<file path="src/rtl/qspi_flash_rd_if.sv">
// Request-side bus of the quad-SPI flash reader: one-word read request in,
// busy/valid/data back to the requester.
interface qspi_flash_rd_if;
  logic        REQ;
  logic [23:0] ADDR;
  logic        BUSY;
  logic        VALID;
  logic [31:0] RDATA;

  modport master (output REQ, ADDR, input BUSY, VALID, RDATA);
  modport slave  (input REQ, ADDR, output BUSY, VALID, RDATA);
endinterface

</file>
<file path="src/rtl/qspi_flash_rd.sv">
// Read-only quad-SPI flash controller: one 32-bit word per request using
// Fast Read Quad I/O (0xEB), SPI mode 0, little-endian result.
module qspi_flash_rd #(
  parameter int unsigned CLK_DIV      = 1,
  parameter int unsigned DUMMY_CYCLES = 4
) (
  input  logic                 CLK,
  input  logic                 RST_N,
  qspi_flash_rd_if.slave       bus,
  output logic                 QSPI_CLK,
  output logic                 QSPI_CSN,
  output logic [3:0]           QSPI_IO_OUT,
  output logic [3:0]           QSPI_IO_OE,
  input  logic [3:0]           QSPI_IO_IN
);

  typedef enum logic [2:0] {
    S_IDLE, S_CMD, S_ADDR, S_MODE, S_DUMMY, S_DATA, S_CSH
  } state_t;

  localparam logic [7:0] DIV_LAST   = 8'(CLK_DIV - 1);
  localparam logic [3:0] DUMMY_LAST = 4'(DUMMY_CYCLES - 1);

  state_t      state_reg;
  logic [7:0]  div_cnt_reg;
  logic [3:0]  sck_cnt_reg;
  logic [31:0] shift_reg;
  logic [3:0]  phase_last;
  logic        div_tick;
  logic        phase_done;

  always_comb begin
    phase_last = 4'd7;
    case (state_reg)
      S_ADDR:  phase_last = 4'd5;
      S_MODE:  phase_last = 4'd1;
      S_DUMMY: phase_last = DUMMY_LAST;
      S_CSH:   phase_last = 4'd3;
      default: phase_last = 4'd7;
    endcase
  end

  assign div_tick   = (div_cnt_reg == DIV_LAST);
  assign phase_done = (sck_cnt_reg == phase_last);

  always_ff @(posedge CLK or negedge RST_N) begin
    if (!RST_N) begin
      state_reg   <= S_IDLE;
      div_cnt_reg <= '0;
      sck_cnt_reg <= '0;
      shift_reg   <= '0;
      QSPI_CLK    <= 1'b0;
      QSPI_CSN    <= 1'b1;
      QSPI_IO_OUT <= 4'h0;
      QSPI_IO_OE  <= 4'h0;
      bus.BUSY    <= 1'b0;
      bus.VALID   <= 1'b0;
      bus.RDATA   <= '0;
    end else begin
      bus.VALID <= 1'b0;
      case (state_reg)
        S_IDLE: begin
          if (bus.REQ) begin
            state_reg   <= S_CMD;
            QSPI_CSN    <= 1'b0;
            bus.BUSY    <= 1'b1;
            div_cnt_reg <= '0;
            sck_cnt_reg <= '0;
            // Bit 7 of 0xEB goes out now; the rest of the command and the
            // word-aligned address wait MSB-first in the shifter.
            shift_reg   <= {7'h6B, bus.ADDR & 24'hFFFFFC, 1'b0};
            QSPI_IO_OUT <= 4'b1101;
            QSPI_IO_OE  <= 4'b1101;
          end
        end
        S_CSH: begin
          div_cnt_reg <= div_tick ? 8'd0 : div_cnt_reg + 8'd1;
          if (div_tick) begin
            sck_cnt_reg <= sck_cnt_reg + 4'd1;
            if (phase_done) begin
              state_reg   <= S_IDLE;
              sck_cnt_reg <= '0;
              bus.BUSY    <= 1'b0;
            end
          end
        end
        default: begin
          div_cnt_reg <= div_tick ? 8'd0 : div_cnt_reg + 8'd1;
          if (div_tick) QSPI_CLK <= ~QSPI_CLK;
          // Falling SCK: sample input, present next output, advance phase.
          if (div_tick && QSPI_CLK) begin
            sck_cnt_reg <= phase_done ? 4'd0 : sck_cnt_reg + 4'd1;
            case (state_reg)
              S_CMD: begin
                if (phase_done) begin
                  state_reg   <= S_ADDR;
                  QSPI_IO_OUT <= shift_reg[31:28];
                  QSPI_IO_OE  <= 4'hF;
                  shift_reg   <= shift_reg << 4;
                end else begin
                  QSPI_IO_OUT <= {3'b110, shift_reg[31]};
                  shift_reg   <= shift_reg << 1;
                end
              end
              S_ADDR: begin
                if (phase_done) begin
                  state_reg   <= S_MODE;
                  QSPI_IO_OUT <= 4'h0;
                end else begin
                  QSPI_IO_OUT <= shift_reg[31:28];
                  shift_reg   <= shift_reg << 4;
                end
              end
              S_MODE: begin
                if (phase_done) begin
                  state_reg  <= S_DUMMY;
                  QSPI_IO_OE <= 4'h0;
                end
              end
              S_DUMMY: begin
                if (phase_done) state_reg <= S_DATA;
              end
              S_DATA: begin
                shift_reg <= {shift_reg[27:0], QSPI_IO_IN};
                if (phase_done) begin
                  state_reg <= S_CSH;
                  QSPI_CSN  <= 1'b1;
                  bus.VALID <= 1'b1;
                  // Bytes arrived in address order; first byte lands lowest.
                  bus.RDATA <= {shift_reg[3:0], QSPI_IO_IN, shift_reg[11:4],
                                shift_reg[19:12], shift_reg[27:20]};
                end
              end
              default: ;
            endcase
          end
        end
      endcase
    end
  end

endmodule
</file>
<file path="src/flat_wrapper.sv">
// flat-port wrapper written by rule: the top's interface ports become plain ports
module qspi_flash_rd_flat 
#(
  parameter int unsigned CLK_DIV      = 1,
  parameter int unsigned DUMMY_CYCLES = 4
)
  (CLK, RST_N, QSPI_CLK, QSPI_CSN, QSPI_IO_OUT, QSPI_IO_OE, QSPI_IO_IN, bus_REQ, bus_ADDR, bus_BUSY, bus_VALID, bus_RDATA);
  qspi_flash_rd_if bus_i ();
  input  logic CLK;
  input  logic RST_N;
  output logic QSPI_CLK;
  output logic QSPI_CSN;
  output logic [3:0] QSPI_IO_OUT;
  output logic [3:0] QSPI_IO_OE;
  input  logic [3:0] QSPI_IO_IN;
  input wire logic [$bits(bus_i.REQ)-1:0] bus_REQ;
  input wire logic [$bits(bus_i.ADDR)-1:0] bus_ADDR;
  output wire logic [$bits(bus_i.BUSY)-1:0] bus_BUSY;
  output wire logic [$bits(bus_i.VALID)-1:0] bus_VALID;
  output wire logic [$bits(bus_i.RDATA)-1:0] bus_RDATA;
  assign bus_i.REQ = bus_REQ;
  assign bus_i.ADDR = bus_ADDR;
  assign bus_BUSY = bus_i.BUSY;
  assign bus_VALID = bus_i.VALID;
  assign bus_RDATA = bus_i.RDATA;
  qspi_flash_rd #(.CLK_DIV(CLK_DIV), .DUMMY_CYCLES(DUMMY_CYCLES)) u_core (.CLK(CLK), .RST_N(RST_N), .bus(bus_i), .QSPI_CLK(QSPI_CLK), .QSPI_CSN(QSPI_CSN), .QSPI_IO_OUT(QSPI_IO_OUT), .QSPI_IO_OE(QSPI_IO_OE), .QSPI_IO_IN(QSPI_IO_IN));
endmodule
</file>
<file path="config.mk">
export PLATFORM = sky130hd
export DESIGN_NAME = qspi_flash_rd_flat
export DESIGN_NICKNAME = d
export VERILOG_FILES = /design/src/rtl/qspi_flash_rd_if.sv /design/src/rtl/qspi_flash_rd.sv /design/src/flat_wrapper.sv
export SDC_FILE = /design/constraint.sdc
export NUM_CORES = 1
export LEC_CHECK = 0
export BUFFER_PORTS_ARGS = -buffer_cell sky130_fd_sc_hd__buf_4
export CAP_MARGIN = 20
export CELL_PAD_IN_SITES_DETAIL_PLACEMENT = 1
export CELL_PAD_IN_SITES_GLOBAL_PLACEMENT = 1
export CORE_MARGIN = 3
export CORE_UTILIZATION = 45
export CTS_BUF_LIST = sky130_fd_sc_hd__clkbuf_4
export CTS_CLUSTER_DIAMETER = 80
export DETAILED_ROUTE_END_ITERATION = 16
export GPL_ROUTABILITY_DRIVEN = 0
export PLACE_DENSITY_LB_ADDON = 0.3
export SYNTH_ARGS = -nofsm -noshare
export SYNTH_HDL_FRONTEND = slang
export SYNTH_SLANG_ARGS = --single-unit
</file>
<file path="constraint.sdc">
create_clock -name CLK -period 6.65 [get_ports CLK]
set_clock_uncertainty 0.2 [all_clocks]
set_input_delay 0 -clock CLK [delete_from_list [all_inputs] [get_ports CLK]]
set_output_delay 0 -clock CLK [all_outputs]
set_load 0.01 [all_outputs]
</file>
==> summary.md <==
| Metric | Value |
|---|---|
| Core area | roughly 0.0094 mm² |
| Outcome | complete, no violations |
| Finished Layout Cells | 648 |
| Crit. End Element | register |
| Vias in the first global route | between 4k and 5k |
| Number of setup buffers added after CTS | 0 |
| CP top delay family | simple AND/OR/NAND/NOR gates |
| I/O pin cnt | between 70 and 80 |
| Max FO, Critical Path | 26 |
| Cells after Synth | about 420 |
| Ant diodes | 0 |
| P&R area growth vs syn | 24.1% |
| H-tree Lvls | 3 |
| Largest stage delay on the critical path | 0.70 ns |
| Library cells used by synthesis | 49 |
| Post-route ant nets | 0 |
| Final wirelength | around 13000 µm |
| Crit path kind | register to register |
| Ys Warns | 0 |
| Port Buffers | 72 |
| Critical Path AT | 3.76 ns |
| Max IR drop VDD | about 0.23 mV |
| CTS max path bufs | 2 |
| Site Rows | 35 |
| DP Cell Count | ~600 |
| CP Cell Sequence | or4b_1 > a21oi_2 > o21ai_2 > nor3_4 > buf_4 > mux2_2 |
| CTS tree | yes |
| Period utilization | roughly 55% |
| Required time of the critical path | 6.79 ns |
| Starting DRT DRC Count | about 190 |
| Initial antenna violation count | 0 |
| Fraction of layout cells with a size suffix above 1 | 26.4% |
| Total number of vias | 3772 |
| Overflow after GRT | 0 |
| Actual slew at the worst max-slew pin | around 1.1 ns |
| Die X | about 110 µm |
| Post-DP HPWL | between 8000 and 9000 µm |
| DRC | 0 |
| Starting Density | between 40% and 50% |
| Pleak | around 2.6 nW |
| WP buf/inv | 1 |
| Area occupied by multi-input gates | 0.00204 mm² |
| Seq/Total Area, Yosys | about half |
| Fin worst setup slack | ~3.0 ns |
| Syn_nets | 457 |
| Syn Area/Cell | about 11 µm² |
| Filler instances | 1045 |
| Final hold violations | 0 |
| Max-Cap Viols | 0 |
| Worst skew pair latency | 0.46 ns |
| Top_reg_cell synth | dfrtp_1 |
| Largest net degree at the start of global routing | 64 |
| Drt via density | between 5 and 6 |
| RSZ-0062 raised after global routing | no |
| Root Buffer | clkbuf_4 |
| Post-Syn Area | about 0.0044 mm² |
| Setup_tns | 0 ns |
| Final net count | around 550 |
| DRT Pass-1 Iters | 4 |
| Post-synth ARST share | 100% |
| Final setup violating endpoints | 0 |
| FF+latch count, synth | 89 |
| CTS buffer count | 9 |
| Slew Limit Headroom | a little over a quarter |
| Die height | 105 µm |
| Hold slack | approximately 0.15 ns |
| First-pass GRT wire length | 21900 µm |
| Startpoint types | register |
| Min Tclk post-route | 3.63 ns |
| Critical Path Slowest Stage Cell | nor3_4 |
| Clock slew seen by the registers of the worst setup and hold paths | between 0.1 and 0.15 ns |
| Wire length per cell | slightly above 20 µm |
| Reg area | around 0.0022 mm² |
| Worst reg-to-reg setup slack | 3.02 ns |
| Max Clock Freq | between 0.2 and 0.3 GHz |
| Die Footprint | 0.0111 mm² |
| EDFF count, synth | 0 |
| Pre-CTS setup slack | a little over 3 ns |
| Power density cells | ~440 mW/mm² |
| Pwr Total | about 0.0024 W |
| Final Max Tran Viols | 0 |
| GRT Total Usage | 24.6% |
| Worst min path class | input pin to register |
| Clock Sinks | 89 |
## kinds of logic (layout without fill, tap and decap cells)
family          after synthesis  count (layout)  synth area share, %
simple gates                133             133                 14.8
mux                          61              61                 14.7
buf+inv                      35             131                 4.19
flops                        89              89                 50.1
fa+ha+maj                     3               3                0.845
compound gates               97              97                 14.4
xor+xnor                      5               5                0.985
## timing repair
item                                   in CTS  in global routing
hold buffers                               30                  0
endpoints found under the hold margin     132                  0
resized for setup                           0                  0
## layer usage
layer  up-vias  wire [µm]  track usage, %
li1       1732          -               -
met4         0        361            9.28
met1      1916       5790            31.4
met2        96       6720            42.1
met5         -          0               0
met3        28        391            3.61
## cell type report
type	count	area share, %
multi-input combinational	299	37.1
timing repair buffer	107	16.2
clock inverter	6	1.45
tap	129	2.93
clock buffer	10	1.36
inverter	8	0.545
sequential	89	40.4
## tightest hold or removal path, stage by stage
cell and delay, ns:
dlygate4sd3_1 0.52, buf_4 0.11, mux2_2 0.13
## placed cells by master, fill, tap and decap left out, types with 4 or more instances in the layout
cell           instances
and3_1                 6
nand3_1               13
nand4_1                5
mux2i_1               27
buf_4                 76
a31oi_1                5
xor2_1                 4
dfrtp_1               88
clkbuf_4              10
nand2_1               21
nor2b_1                4
mux2_2                34
nor2_1                45
o21ai_0               26
a21oi_1               16
dlygate4sd3_1         29
nor4bb_1               4
inv_1                  8
a211oi_1              23
nor3_1                25
## synth_stat cells (2+ instances only)
cell / n / area share [%]
mux2i_1: 27 / 6.1
o21ai_0: 26 / 2.9
buf_2: 11 / 1.2
nor2b_1: 4 / 0.56
nand2b_1: 3 / 0.42
o31ai_1: 3 / 0.51
dfrtp_1: 88 / 50
nand4_1: 5 / 0.70
nand3_1: 13 / 1.5
a211o_1: 2 / 0.39
a22oi_1: 3 / 0.51
inv_1: 8 / 0.68
nor3_1: 25 / 2.8
a31oi_1: 6 / 0.84
mux2_2: 34 / 8.6
nand2_1: 21 / 1.8
a22o_1: 3 / 0.59
buf_4: 5 / 0.84
clkbuf_1: 7 / 0.59
xor2_1: 4 / 0.79
nor4bb_1: 4 / 0.90
ha_1: 3 / 0.84
a211oi_1: 23 / 3.9
nor2_1: 46 / 3.9
and3_1: 6 / 0.84
buf_6: 3 / 0.76
a21o_1: 3 / 0.51
a21oi_1: 16 / 1.8
## power breakdown
part / total (W) / switching [W] / internal [W]
clock network: 0.000338 / 0.000214 / 0.000124
logic: 0.00119 / 0.000705 / 0.000488
registers: 0.000911 / 0.000202 / 0.000709
total: 0.00244 / 0.00112 / 0.00132
## path summary, 6_finish.rpt
kind,start,end,cells past startpoint
max,u_core.state_reg[2]$_DFFE_PN0P_,u_core.bus.RDATA[7]$_DFFE_PN0P_,6
min,QSPI_IO_IN[2],u_core.bus.RDATA[26]$_DFFE_PN0P_,3
max reg2reg,u_core.state_reg[2]$_DFFE_PN0P_,u_core.bus.RDATA[7]$_DFFE_PN0P_,6
min reg2reg,u_core.QSPI_CSN$_DFFE_PN1P_,u_core.QSPI_CSN$_DFFE_PN1P_,1
max in group asynchronous,RST_N,u_core.shift_reg[0]$_DFFE_PN0P_,4
min in group asynchronous,RST_N,u_core.QSPI_IO_OE[2]$_DFFE_PN0P_,4
## stage by stage
step           instance area [µm²]  utilization (%)
2_1_floorplan                 4440                -
3_3_place_gp                  5030             53.5
3_5_place_dp                  5050             53.6
4_1_cts                       5510             58.6
5_1_grt                       5510             58.6
6_report                      5510             58.6
Note: power is estimated with default switching activity, not from simulation.
